**src/rtl/next186_bios_pkg.sv**
```systemverilog
// Shared types and widths for the BIOS download sink.
package next186_bios_pkg;

    typedef enum logic [1:0] {
        IDLE  = 2'd0,
        PULL  = 2'd1,
        GUARD = 2'd2
    } state_t;

    localparam int unsigned BIOS_WORD_W  = 16;
    localparam int unsigned BIOS_IDX_W   = 13;
    localparam int unsigned GUARD_CYCLES = 2;

endpackage

```
**src/rtl/bios_burst_sink_fifo.sv**
```systemverilog
// First-word-fall-through word FIFO; reset clears the pointers only, storage is left as-is.
module bios_word_fifo #(
    parameter int unsigned DEPTH = 64,
    parameter int unsigned W     = 16
) (
    input  logic                     clk,
    input  logic                     rst_n,
    input  logic                     push,
    input  logic                     pop,
    input  logic [W-1:0]             din,
    output logic [W-1:0]             dout,
    output logic                     full,
    output logic                     empty,
    output logic [$clog2(DEPTH):0]   free_cnt
);
    localparam int unsigned AW = $clog2(DEPTH);

    logic [W-1:0] mem [DEPTH];
    logic [AW:0]  wr_ptr;
    logic [AW:0]  rd_ptr;
    logic [AW:0]  used;
    logic         push_ok;
    logic         pop_ok;

    assign used     = wr_ptr - rd_ptr;
    assign full     = (used == (AW+1)'(DEPTH));
    assign empty    = (used == '0);
    assign free_cnt = (AW+1)'(DEPTH) - used;
    assign push_ok  = push && !full;
    assign pop_ok   = pop && !empty;
    assign dout     = mem[rd_ptr[AW-1:0]];

    always_ff @(posedge clk or negedge rst_n) begin
        if (!rst_n) begin
            wr_ptr <= '0;
            rd_ptr <= '0;
        end else begin
            if (push_ok) wr_ptr <= wr_ptr + 1'b1;
            if (pop_ok)  rd_ptr <= rd_ptr + 1'b1;
        end
    end

    always_ff @(posedge clk) begin
        if (push_ok) mem[wr_ptr[AW-1:0]] <= din;
    end

endmodule

```
**src/rtl/bios_burst_sink.sv**
```systemverilog
// Pulls BIOS words from the ping-pong producer in bursts and streams them to the SDRAM write port.
// Optional running checksum of committed words: define BIOS_SINK_CHECKSUM_EN.
module bios_burst_sink
    import next186_bios_pkg::*;
#(
    parameter int unsigned BURST_WORDS = 32,
    parameter int unsigned FIFO_DEPTH  = 64,
    parameter int unsigned MEM_AW      = 18,
    parameter int unsigned BASE_ADDR   = 'h3F000
) (
    input  logic                   clk_sdr,
    input  logic                   reset_n,
    input  logic                   dl_start_i,
    input  logic                   bios_wr_i,
    input  logic [BIOS_WORD_W-1:0] bios_din_i,
    output logic                   bios_req_o,
    output logic                   mem_we_o,
    output logic [MEM_AW-1:0]      mem_addr_o,
    output logic [BIOS_WORD_W-1:0] mem_dout_o,
    input  logic                   mem_ack_i,
    output logic                   busy_o,
    output logic [BIOS_IDX_W-1:0]  word_cnt_o,
    output logic [BIOS_WORD_W-1:0] checksum_o
);
    localparam int unsigned CNT_W = $clog2(BURST_WORDS);
    localparam int unsigned G_W   = $clog2(GUARD_CYCLES + 1);
    localparam int unsigned FAW   = $clog2(FIFO_DEPTH);

    state_t                 state;
    logic [CNT_W-1:0]       pull_cnt;
    logic [G_W-1:0]         guard_cnt;
    logic                   req_d;
    logic [BIOS_IDX_W-1:0]  idx;

    logic                   fifo_pop;
    logic [BIOS_WORD_W-1:0] fifo_dout;
    logic                   fifo_full;
    logic                   fifo_empty;
    logic [FAW:0]           fifo_free;

    assign fifo_pop   = !fifo_empty && !mem_we_o;
    assign word_cnt_o = idx;

    bios_word_fifo #(
        .DEPTH (FIFO_DEPTH),
        .W     (BIOS_WORD_W)
    ) u_fifo (
        .clk      (clk_sdr),
        .rst_n    (reset_n),
        .push     (req_d),
        .pop      (fifo_pop),
        .din      (bios_din_i),
        .dout     (fifo_dout),
        .full     (fifo_full),
        .empty    (fifo_empty),
        .free_cnt (fifo_free)
    );

    // Pull side: a burst only starts when the whole half is guaranteed to fit.
    always_ff @(posedge clk_sdr or negedge reset_n) begin
        if (!reset_n) begin
            state      <= IDLE;
            pull_cnt   <= '0;
            guard_cnt  <= '0;
            bios_req_o <= 1'b0;
            req_d      <= 1'b0;
            busy_o     <= 1'b0;
        end else begin
            req_d  <= bios_req_o;
            busy_o <= (state != IDLE) || !fifo_empty;
            case (state)
                IDLE: begin
                    if (bios_wr_i && (fifo_free >= (FAW+1)'(BURST_WORDS))) begin
                        state      <= PULL;
                        bios_req_o <= 1'b1;
                        pull_cnt   <= '0;
                    end
                end
                PULL: begin
                    if (pull_cnt == CNT_W'(BURST_WORDS - 1)) begin
                        state      <= GUARD;
                        bios_req_o <= 1'b0;
                        guard_cnt  <= '0;
                    end else begin
                        pull_cnt <= pull_cnt + 1'b1;
                    end
                end
                GUARD: begin
                    if (guard_cnt == G_W'(GUARD_CYCLES - 1)) state <= IDLE;
                    else                                      guard_cnt <= guard_cnt + 1'b1;
                end
                default: begin
                    state      <= IDLE;
                    bios_req_o <= 1'b0;
                end
            endcase
        end
    end

    // Drain side: one outstanding SDRAM write, held until acknowledged.
    always_ff @(posedge clk_sdr or negedge reset_n) begin
        if (!reset_n) begin
            mem_we_o   <= 1'b0;
            mem_addr_o <= '0;
            mem_dout_o <= '0;
            idx        <= '0;
        end else begin
            if (fifo_pop) begin
                mem_we_o   <= 1'b1;
                mem_dout_o <= fifo_dout;
                mem_addr_o <= MEM_AW'(BASE_ADDR) + MEM_AW'(idx);
            end else if (mem_we_o && mem_ack_i) begin
                mem_we_o <= 1'b0;
                idx      <= idx + 1'b1;
            end
            if (dl_start_i) idx <= '0;
        end
    end

`ifdef BIOS_SINK_CHECKSUM_EN
    logic [BIOS_WORD_W-1:0] sum;

    always_ff @(posedge clk_sdr or negedge reset_n) begin
        if (!reset_n)                  sum <= '0;
        else if (dl_start_i)           sum <= '0;
        else if (mem_we_o && mem_ack_i) sum <= sum + mem_dout_o;
    end

    assign checksum_o = sum;
`else
    assign checksum_o = '0;
`endif

    // The entry check on free space makes a push into a full FIFO impossible.
    assert property (@(posedge clk_sdr) disable iff (!reset_n) !(req_d && fifo_full))
        else $error("bios_burst_sink: word pushed into full FIFO and dropped");

endmodule

```
**config.mk**
```make
export PLATFORM = sky130hd
export DESIGN_NAME = bios_burst_sink
export DESIGN_NICKNAME = d
export VERILOG_FILES = /design/src/rtl/next186_bios_pkg.sv /design/src/rtl/bios_burst_sink_fifo.sv /design/src/rtl/bios_burst_sink.sv
export SDC_FILE = /design/constraint.sdc
export NUM_CORES = 1
export LEC_CHECK = 0
export BUFFER_PORTS_ARGS = -buffer_cell sky130_fd_sc_hd__buf_2
export CORE_ASPECT_RATIO = 0.5
export CORE_UTILIZATION = 43
export CTS_BUF_LIST = sky130_fd_sc_hd__clkbuf_4
export DETAILED_ROUTE_END_ITERATION = 6
export HOLD_SLACK_MARGIN = 0.03
export PLACE_DENSITY = 0.64
export SYNTH_ARGS = -nofsm -noshare
export SYNTH_HDL_FRONTEND = slang
export SYNTH_SLANG_ARGS = --single-unit
```
**constraint.sdc**
```tcl
create_clock -name clk_sdr -period 4.7 [get_ports clk_sdr]
set_input_delay 0.94 -clock clk_sdr [delete_from_list [all_inputs] [get_ports clk_sdr]]
set_output_delay 0.94 -clock clk_sdr [all_outputs]
set_load 0.01 [all_outputs]
```
==> impl_metrics.toml, run 1 <==
[yosys]
synth-seq-area-share_pct = 76.5
synth_area_um2 = 42500
postSynthCellCount = 2086
ys_ff_latch = 1093
synth_top_area_share_pct = 72.4
synth_cell_types = 60
synth_most_common_cell = "edfxtp_1"
ys_async_sr_fraction_pct = 6.31
syn_area_per_cell_um2 = 20.4
synthTopCellsByArea = "edfxtp_1 72%, mux4_2 12%, dfrtp_1 4.1%"
synth_flop_cell = "edfxtp_1"
synthTopCellsByCount = "1024 x edfxtp_1, 222 x mux4_2, 104 x nor2_1"
synth_edf_count = 1024
ys.warnings.count = 0
post-synth-top-area-cell = "edfxtp_1"

[pwr]
p_seq_share_pct = 42.8
intPower_mw = 17.8
ir_drop_mv = 0.562
p_leak_nw = 15.9
power_frac_clock_pct = 28.4
swShare_pct = 32.4
power.density_nw_per_um2 = 549
p_comb_share_pct = 28.7
switchingPower_mw = 8.55

[drt]
vias = 22300
drtAntennaViolNets = 0
vias_per_cell = 5.68
drc_errors = 0
first_iter_violations = 2527
firstDrtPassIters = 6
routedWlPerCell_um = 27.0
drt-total-wl_mm = 106

[global_routing]
grt_pass1_wl_mm = 152
grtUsageTotal_pct = 21.3
grt_max_degree = 108
antenna_found_initial = 4
grt_pass1_vias = 22000
overflow = 0

[timing]
slew_headroom_pct = 23.3
finalCritPeriodShare_pct = 86.6
setup_viol = 0
clock_skew_ns = 0.109
drv_slew = 0
fin_ws_ns = 0.630
fin_crit_ns = 4.07
hold_viol = 0
rsz0062_at_grt = "false"
fmax_mhz = 246
worst_pin_slew_ns = 1.15
fin_setup_tns_ns = 0

[cells_and_area]
areaGrowthSynthToFinish_pct = 13.1
nNetsFinal = 2435
drive_gt1_share_pct = 32.0
fin_util_pct = 49.1
fin_area_um2 = 48000

[critical_path]
crit_arrival_ns = 4.85
worstSetupEndpointType = "flip-flop"
rrSetupSlack_ns = 0.63
crit_type = "flip-flop to flip-flop"
critical_path_required_ns = 5.48
critPathLaunchType = "flip-flop"
path_max_fanout = 16

[floorplan]
die-width_um = 446
core_area_um2 = 97800
die_area_um2 = 100000
die_height_um = 224
io_pins = 87
rows = 81
initial_core_util_pct = 43.4

[clock_tree]
cts_resized = 0
cts_sinks = 1093
numCtsBuffers = 239
htreeDepth = 4
cts_root_buf = "clkbuf_4"
clock_latency_ns = 1.20
clkSlewWorstSetupHoldPaths_ns = 0.07
tritoncts = "built"
clockBufferDepth = 3

[place]
post-place-ws_ns = 0.744
gp_congestion = 0.884
place_area_um2 = 44800
numPortBuffers = 70
dp_hpwl_mm = 62.4

[outcome]
status = "complete, no violations"

[flow_run]
cap_violations = 0

[min_path]
hold_path.class = "primary input to flip-flop"
==> critical path: stages (launching register included) <==
cell and delay, ns:
dfrtp_1 0.46, inv_1 0.11, ha_1 0.22, fa_1 0.39
nand2b_1 0.18, a211oi_1 0.26, mux2i_1 0.29, nand2_1 0.12
nand2_1 0.22, buf_4 0.20, nand3_1 0.62, nor2_1 0.31
buf_4 0.29
==> metrics by stage <==
step	hold WS [ns]	power, mW	cells
after floorplan	0.435	16.4	2101
after global placement	0.428	19.0	3485
after detailed placement	0.428	19.0	3485
after CTS	0.200	26.5	3921
after global routing	0.266	27.4	3926
final	0.316	26.4	3927
==> what timing repair did <==
item	CTS	global route
buffers inserted	0	0
hold endpoints to repair	48	0
hold buffers	3	0
==> per-layer routing <==
layer,part of all wire (%),up-vias,track usage [%]
met1,41,11600,29.5
met3,9.8,178,5.78
met5,0,-,0
met2,46,1152,32.2
li1,-,9391,-
met4,2.6,0,8.03
==> state kept, by name (all words and copies together), names as in the netlist <==
signal         count
bios_req_o         1
busy_o             1
guard_cnt          2
mem_addr_o        13
mem_dout_o        16
mem_we_o           1
pull_cnt           5
req_d              1
state              2
u_fifo.mem      1024
u_fifo.rd_ptr      7
u_fifo.wr_ptr      7
word_cnt_o        13
==> final timing paths <==
| path | start | endpoint | cells after the start |
|---|---|---|---|
| setup / recovery | u_fifo.wr_ptr[0] | u_fifo.mem[21][0] | 12 |
| hold / removal | bios_din_i[2] | u_fifo.mem[31][2] | 1 |
| setup reg to reg | u_fifo.wr_ptr[0] | u_fifo.mem[21][0] | 12 |
| hold reg to reg | bios_req_o | req_d | 0 |
| max in group asynchronous | reset_n | u_fifo.rd_ptr[1] | 3 |
| min in group asynchronous | reset_n | mem_addr_o[3] | 2 |
==> power groups by stage <==
| stage | combinational (mW) | sequential (mW) | clock [mW] |
|---|---|---|---|
| 2_1_floorplan | 4.98 | 11.4 | 0 |
| 3_3_place_gp | 7.52 | 11.5 | 0 |
| 3_5_place_dp | 7.55 | 11.5 | 0 |
| 4_1_cts | 7.58 | 11.3 | 7.65 |
| 5_1_grt | 7.99 | 11.3 | 8.13 |
| 6_report | 7.57 | 11.3 | 7.50 |
==> area by class of cell <==
type                       instances  area, µm²
antenna                            6       15.0
clock buffer                     373       2800
clock inverter                    60        365
fill                            8047      49800
inverter                          15       56.3
multi-input combinational        865       9340
sequential                      1093      32500
tap                             1328       1660
timing repair buffer             187       1290
==> cell families after synthesis <==
group	count (synthesis)	synth area share, %
xor+xnor	27	0.557
mux	318	14.2
compound gates	251	4.06
other cells	1	0.00883
buf+inv	143	1.76
flops	1093	76.5
fa+ha+maj	13	0.401
simple gates	240	2.57
==> layout by cell type, fill, tap and decap left out, types with 5 or more instances in the layout <==
cell | Yosys | final
nor2_2 | 0 | 9
nand4_1 | 7 | 7
diode_2 | 0 | 6
o221ai_1 | 29 | 29
clkbuf_4 | 0 | 373
inv_2 | 2 | 5
a221oi_1 | 14 | 14
a211oi_1 | 7 | 7
a22oi_1 | 45 | 45
nand2b_1 | 6 | 6
ha_1 | 12 | 12
o22ai_1 | 9 | 9
and3_1 | 10 | 10
a31oi_1 | 7 | 7
xor2_1 | 15 | 15
mux4_2 | 222 | 222
nand2_1 | 63 | 63
nand3_1 | 23 | 23
buf_4 | 34 | 116
clkinv_1 | 1 | 48
mux2_4 | 10 | 10
conb_1 | 1 | 16
edfxtp_1 | 1024 | 1024
dfrtp_1 | 69 | 67
o21ai_0 | 39 | 39
xnor2_1 | 12 | 12
mux2i_1 | 82 | 82
a22o_1 | 17 | 17
inv_1 | 12 | 12
nor2_1 | 104 | 92
buf_2 | 35 | 65
a21oi_1 | 62 | 62
Note: power is estimated with default switching activity, not from simulation.
==> run 2, diff against run 1 <==
- CORE_UTILIZATION: 43 -> 35
- PLACE_DENSITY: 0.64 -> 0.56
==> run 2 against run 1 <==
Critical path depth unchanged. Routed wire length is 4.1% higher. First-iteration DRC count is 15% lower. Highest routed layer unchanged. Combinational power grew 1%. Sequential share of layout area decreased by 0.52 points. Final area increased by 0.77%. Final cell count increased by 6.7%. Via count decreased by 0.69%. Non-clock buffer count down 4. Core utilization is 8.4 points lower.
==> impl_metrics.toml, run 2 (synthesis results as in run 1) <==
[clock_tree]
clock_latency_ns = 1.15
cts_root_buf = "clkbuf_4"
clockBufferDepth = 4
cts_setup_buffers = 0
tritoncts = "built"
htreeDepth = 5
clkSlewWorstSetupHoldPaths_ns = 0.08
numCtsBuffers = 277
cts_sinks = 1093

[critical_path]
rrSetupSlack_ns = 0.52
worstSetupEndpointType = "flip-flop"
r2r_end = "u_fifo.mem[48][2]"
crit_type = "flip-flop to flip-flop"
critical_path_required_ns = 5.49
critPathLaunchType = "flip-flop"
reg2reg_from = "u_fifo.wr_ptr[0]"
path_max_fanout = 16
r2r_cells = 12
crit_arrival_ns = 4.97

[floorplan]
rows = 89
io_pins = 87
initial_core_util_pct = 35.7
die-width_um = 495
die_height_um = 248
core_area_um2 = 119000
die_area_um2 = 123000

[flow_run]
cap_violations = 0

[pwr]
ir_drop_mv = 0.688
power_frac_clock_pct = 28.8
p_seq_share_pct = 42.4
swShare_pct = 32.3
p_leak_nw = 16.0
intPower_mw = 18.0
switchingPower_mw = 8.58
p_comb_share_pct = 28.8
power.density_nw_per_um2 = 550

[min_path]
hold_depth = 2
worstHoldEndpoint = "word_cnt_o[2]"
hold_path_startpoint = "dl_start_i"
hold_path.class = "primary input to flip-flop"

[place]
dp.cells = 3746
numPortBuffers = 70
gp_congestion = 0.848
dp_hpwl_mm = 64.0

[global_routing]
overflow = 0
grtUsageTotal_pct = 18.1
grt_pass1_wl_mm = 158
antenna_found_initial = 4
grt_max_degree = 121
grt_pass1_vias = 22400

[cells_and_area]
final_cell_mix = "1024 x edfxtp_1, 400 x clkbuf_4, 222 x mux4_2"
areaGrowthSynthToFinish_pct = 13.9
nNetsFinal = 2469
stdcell_count = 4191
final_common_cell = "edfxtp_1"
drive_gt1_share_pct = 32.9
fill_cells = 10600
largest_reg_flops = 1024

[drt]
vias = 22200
drc_errors = 0
drt-total-wl_mm = 110
drtAntennaViolNets = 0
firstDrtPassIters = 5
vias_per_cell = 5.29
first_iter_violations = 2146
routedWlPerCell_um = 26.3

[outcome]
status = "complete, no violations"

[timing]
hold_viol = 0
finalCritPeriodShare_pct = 88.9
fin_setup_tns_ns = 0
setup_viol = 0
fin_crit_ns = 4.18
slew_headroom_pct = 21.7
worst_pin_slew_ns = 1.18
fmax_mhz = 239
drv_slew = 0
clock_skew_ns = 0.0904
rsz0062_at_grt = "false"
-- run 2: cell types whose count changed in the layout (fill, tap and decap cells not counted), moves of 2 or more --
cell,previous run,this run
clkbuf_4,373,400
clkinv_1,48,30
nor2_1,92,90
nor2_2,9,11
buf_4,116,111
-- run 2: critical path, cell delays in order, from the launching register on --
cell      delay, ns
dfrtp_1        0.47
inv_1          0.11
ha_1           0.21
fa_1           0.39
nand2b_1       0.17
a211oi_1       0.27
mux2i_1        0.23
buf_4          0.16
nand2_1        0.08
nand2_1        0.34
nand3_1        0.79
nor2_1         0.30
buf_4          0.30
-- run 2: power groups by stage --
stage,logic (mW),clock network [mW],registers [mW]
after detailed placement,7.70,0,11.5
after CTS,7.73,7.90,11.3
final,7.66,7.66,11.3
after global routing,8.10,8.37,11.3
after floorplan,4.98,0,11.4
after global placement,7.69,0,11.5
-- run 2: how the worst max path moves through the flow --
stage / from / to / slack (ns) / depth (start not counted)
after floorplan: u_fifo.rd_ptr[4] / u_fifo.mem[62][0] / 0.98 / 12
after global placement: u_fifo.rd_ptr[0] / u_fifo.mem[48][7] / 0.63 / 11
after detailed placement: u_fifo.wr_ptr[0] / u_fifo.mem[40][8] / 0.53 / 12
after CTS: u_fifo.wr_ptr[0] / u_fifo.mem[48][1] / 0.51 / 12
after global routing: u_fifo.wr_ptr[0] / u_fifo.mem[20][5] / 0.24 / 12
final: u_fifo.wr_ptr[0] / u_fifo.mem[48][2] / 0.52 / 12
-- run 2: routing by layer --
metal | track usage [%] | part of all wire (%) | up-vias
li1 | - | - | 9436
met1 | 25.2 | 44 | 11700
met2 | 28.6 | 48 | 873
met3 | 3.32 | 6.5 | 147
met4 | 6.68 | 1.9 | 0
met5 | 0 | 0 | -
-- run 2: repair_timing --
| action | in CTS | in global routing |
|---|---|---|
| hold buffers | 2 | 0 |
| resized for setup | 0 | 0 |
| endpoints found under the hold margin | 50 | 0 |
| endpoints found under the setup margin | 0 | 0 |
-- run 2: through the flow --
stage                     power [mW]  worst slack, ns  hold slack, ns  instance area [µm²]  util (%)
after floorplan                 16.4            0.976           0.435                42500         -
after global placement          19.2            0.632           0.457                45100      37.9
after detailed placement        19.2            0.527           0.461                45100      37.9
after CTS                       26.9            0.507          0.0319                48400      40.6
after global routing            27.8            0.240           0.107                48400      40.6
final                           26.6            0.522           0.163                48400      40.6
-- run 2: cell type report --
type	count	area [µm²]	share of cell area (%)
Sequential cell	1093	32500	67.1
Multi-Input combinational cell	865	9350	19.3
Clock buffer	400	3000	6.21
Inverter	15	56.3	0.116
Antenna cell	6	15.0	0.0310
Tap cell	1592	1990	4.12
Timing Repair Buffer	183	1260	2.61
Clock inverter	37	219	0.453
==> run 3, diff against run 2 <==
- CORE_MARGIN: not set -> 4
- REMOVE_ABC_BUFFERS: not set -> 1
- SYNTH_HIERARCHICAL: not set -> 1
==> run 3 against run 2 <==
Combinational power up 5.0%. Non-clock buffer count fell by 6. Worst setup slack improved by 0.040 ns. Die area up 4.0%. Clock power decreased by 0.8%. Critical path type unchanged.
==> impl_metrics.toml, run 3 <==
[global_routing]
antenna_found_initial = 8
grt_pass1_vias = 21200
grtUsageTotal_pct = 16.2
grt_max_degree = 129
overflow = 0
grt_pass1_wl_mm = 148

[cells_and_area]
final_cell_mix = "1024 x edfxtp_1, 406 x clkbuf_4, 320 x mux4_2"
seq_area_um2 = 32500
final_common_cell = "edfxtp_1"
drive_gt1_share_pct = 41.7
fill_cells = 10700
nNetsFinal = 2277
areaGrowthSynthToFinish_pct = 14.3
largest_reg_flops = 1024
multi_input_area_um2 = 9620

[floorplan]
initial_core_util_pct = 35.3
die-width_um = 502
die_height_um = 255
die_area_um2 = 128000
rows = 90
core_area_um2 = 121000
io_pins = 87

[drt]
drt-total-wl_mm = 102
vias = 20900
vias_per_cell = 5.18
first_iter_violations = 1941
drc_errors = 0
routedWlPerCell_um = 25.4
firstDrtPassIters = 6
drtAntennaViolNets = 0

[critical_path]
rrSetupSlack_ns = 0.56
critical_path_required_ns = 5.44
crit_arrival_ns = 4.88
crit_type = "flip-flop to flip-flop"
critPathLaunchType = "flip-flop"
path_max_fanout = 16
worstSetupEndpointType = "flip-flop"

[clock_tree]
clkSlewWorstSetupHoldPaths_ns = 0.07
cts_sinks = 1093
clockBufferDepth = 4
cts_root_buf = "clkbuf_4"
cts_resized = 0
numCtsBuffers = 281
clock_latency_ns = 1.16
htreeDepth = 5
tritoncts = "built"

[place]
gp_congestion = 0.820
numPortBuffers = 70
dp_hpwl_mm = 59.0
post-place-ws_ns = 0.607

[flow_run]
cap_violations = 0

[timing]
slew_headroom_pct = 18.0
fin_ws_ns = 0.562
worst_pin_slew_ns = 1.23
hold_viol = 0
drv_slew = 0
clock_skew_ns = 0.0542
whs_ns = 0.236
finalCritPeriodShare_pct = 88.0
fin_crit_ns = 4.14
fin_setup_tns_ns = 0
rsz0062_at_grt = "false"
fmax_mhz = 242
setup_viol = 0

[pwr]
power.density_nw_per_um2 = 552
power_frac_clock_pct = 28.2
p_comb_share_pct = 29.9
ir_drop_mv = 0.604
p_leak_nw = 15.9
intPower_mw = 18.7
p_total_mw = 26.9
p_seq_share_pct = 41.9
swShare_pct = 30.7
switchingPower_mw = 8.25

[yosys]
syn_area_per_cell_um2 = 22.6
synth_area_um2 = 42600
postSynthCellCount = 1886
ys.warnings.count = 6

[min_path]
hold_path.class = "primary input to flip-flop"

[outcome]
status = "complete, no violations"
==> run 3: worst max-delay path, stage by stage (launching register included) <==
cell and delay (ns):
dfrtp_1 0.46, inv_1 0.16, ha_1 0.20, inv_1 0.06, fa_1 0.42, a211oi_2 0.27
o21bai_1 0.10, a21oi_1 0.23, xnor2_2 0.17, nand2b_2 0.29, inv_4 0.13, or3_1 0.57
nor2_2 0.68
==> run 3: routing by layer <==
layer  global-route usage [%]  vias to the layer above  share of wire, %
li1                         -                     8787                 -
met1                     24.0                    11100                45
met2                     23.2                      837                45
met3                     4.06                      157               7.7
met4                     5.78                        0               2.3
met5                        0                        -                 0
==> run 3: power groups by stage <==
stage	clock network (mW)	registers [mW]	logic [mW]
6_report	7.60	11.3	8.04
2_1_floorplan	0	12.0	4.75
4_1_cts	7.85	11.3	8.15
3_3_place_gp	0	11.5	8.11
3_5_place_dp	0	11.5	8.12
5_1_grt	8.39	11.3	8.55
==> run 3: layout make-up <==
class | count | share of cell area, %
inverters | 22 | 0.180
well taps | 1610 | 4.13
flip-flops and latches | 1093 | 66.7
diodes | 8 | 0.0411
multi-input cells | 667 | 19.7
clock inverters | 46 | 0.419
repair buffers | 177 | 2.55
clock buffers | 406 | 6.26
==> run 3: path summary, 6_finish.rpt <==
check / from / end / cells past startpoint
hold reg to reg: bios_req_o / req_d / 0
min in group asynchronous: reset_n / mem_addr_o[6] / 2
setup / recovery: u_fifo/wr_ptr[0] / u_fifo/mem[30][5] / 12
max in group asynchronous: reset_n / u_fifo/rd_ptr[3] / 2
hold / removal: bios_din_i[1] / u_fifo/mem[36][1] / 1
setup reg to reg: u_fifo/wr_ptr[0] / u_fifo/mem[30][5] / 12
==> run 3: metrics by stage <==
step / std cells / utilization, % / instance area, µm²
final: 4029 / 40.4 / 48700
after global routing: 4023 / 40.4 / 48700
after CTS: 4021 / 40.3 / 48700
after detailed placement: 3565 / 37.6 / 45400
after global placement: 3565 / 37.6 / 45400
after floorplan: 1782 / - / 42000
==> run 3: repair_timing <==
action / in CTS / in global routing
hold endpoints to repair: 76 / 0
hold buffers: 4 / 0
buffers inserted: 0 / 0
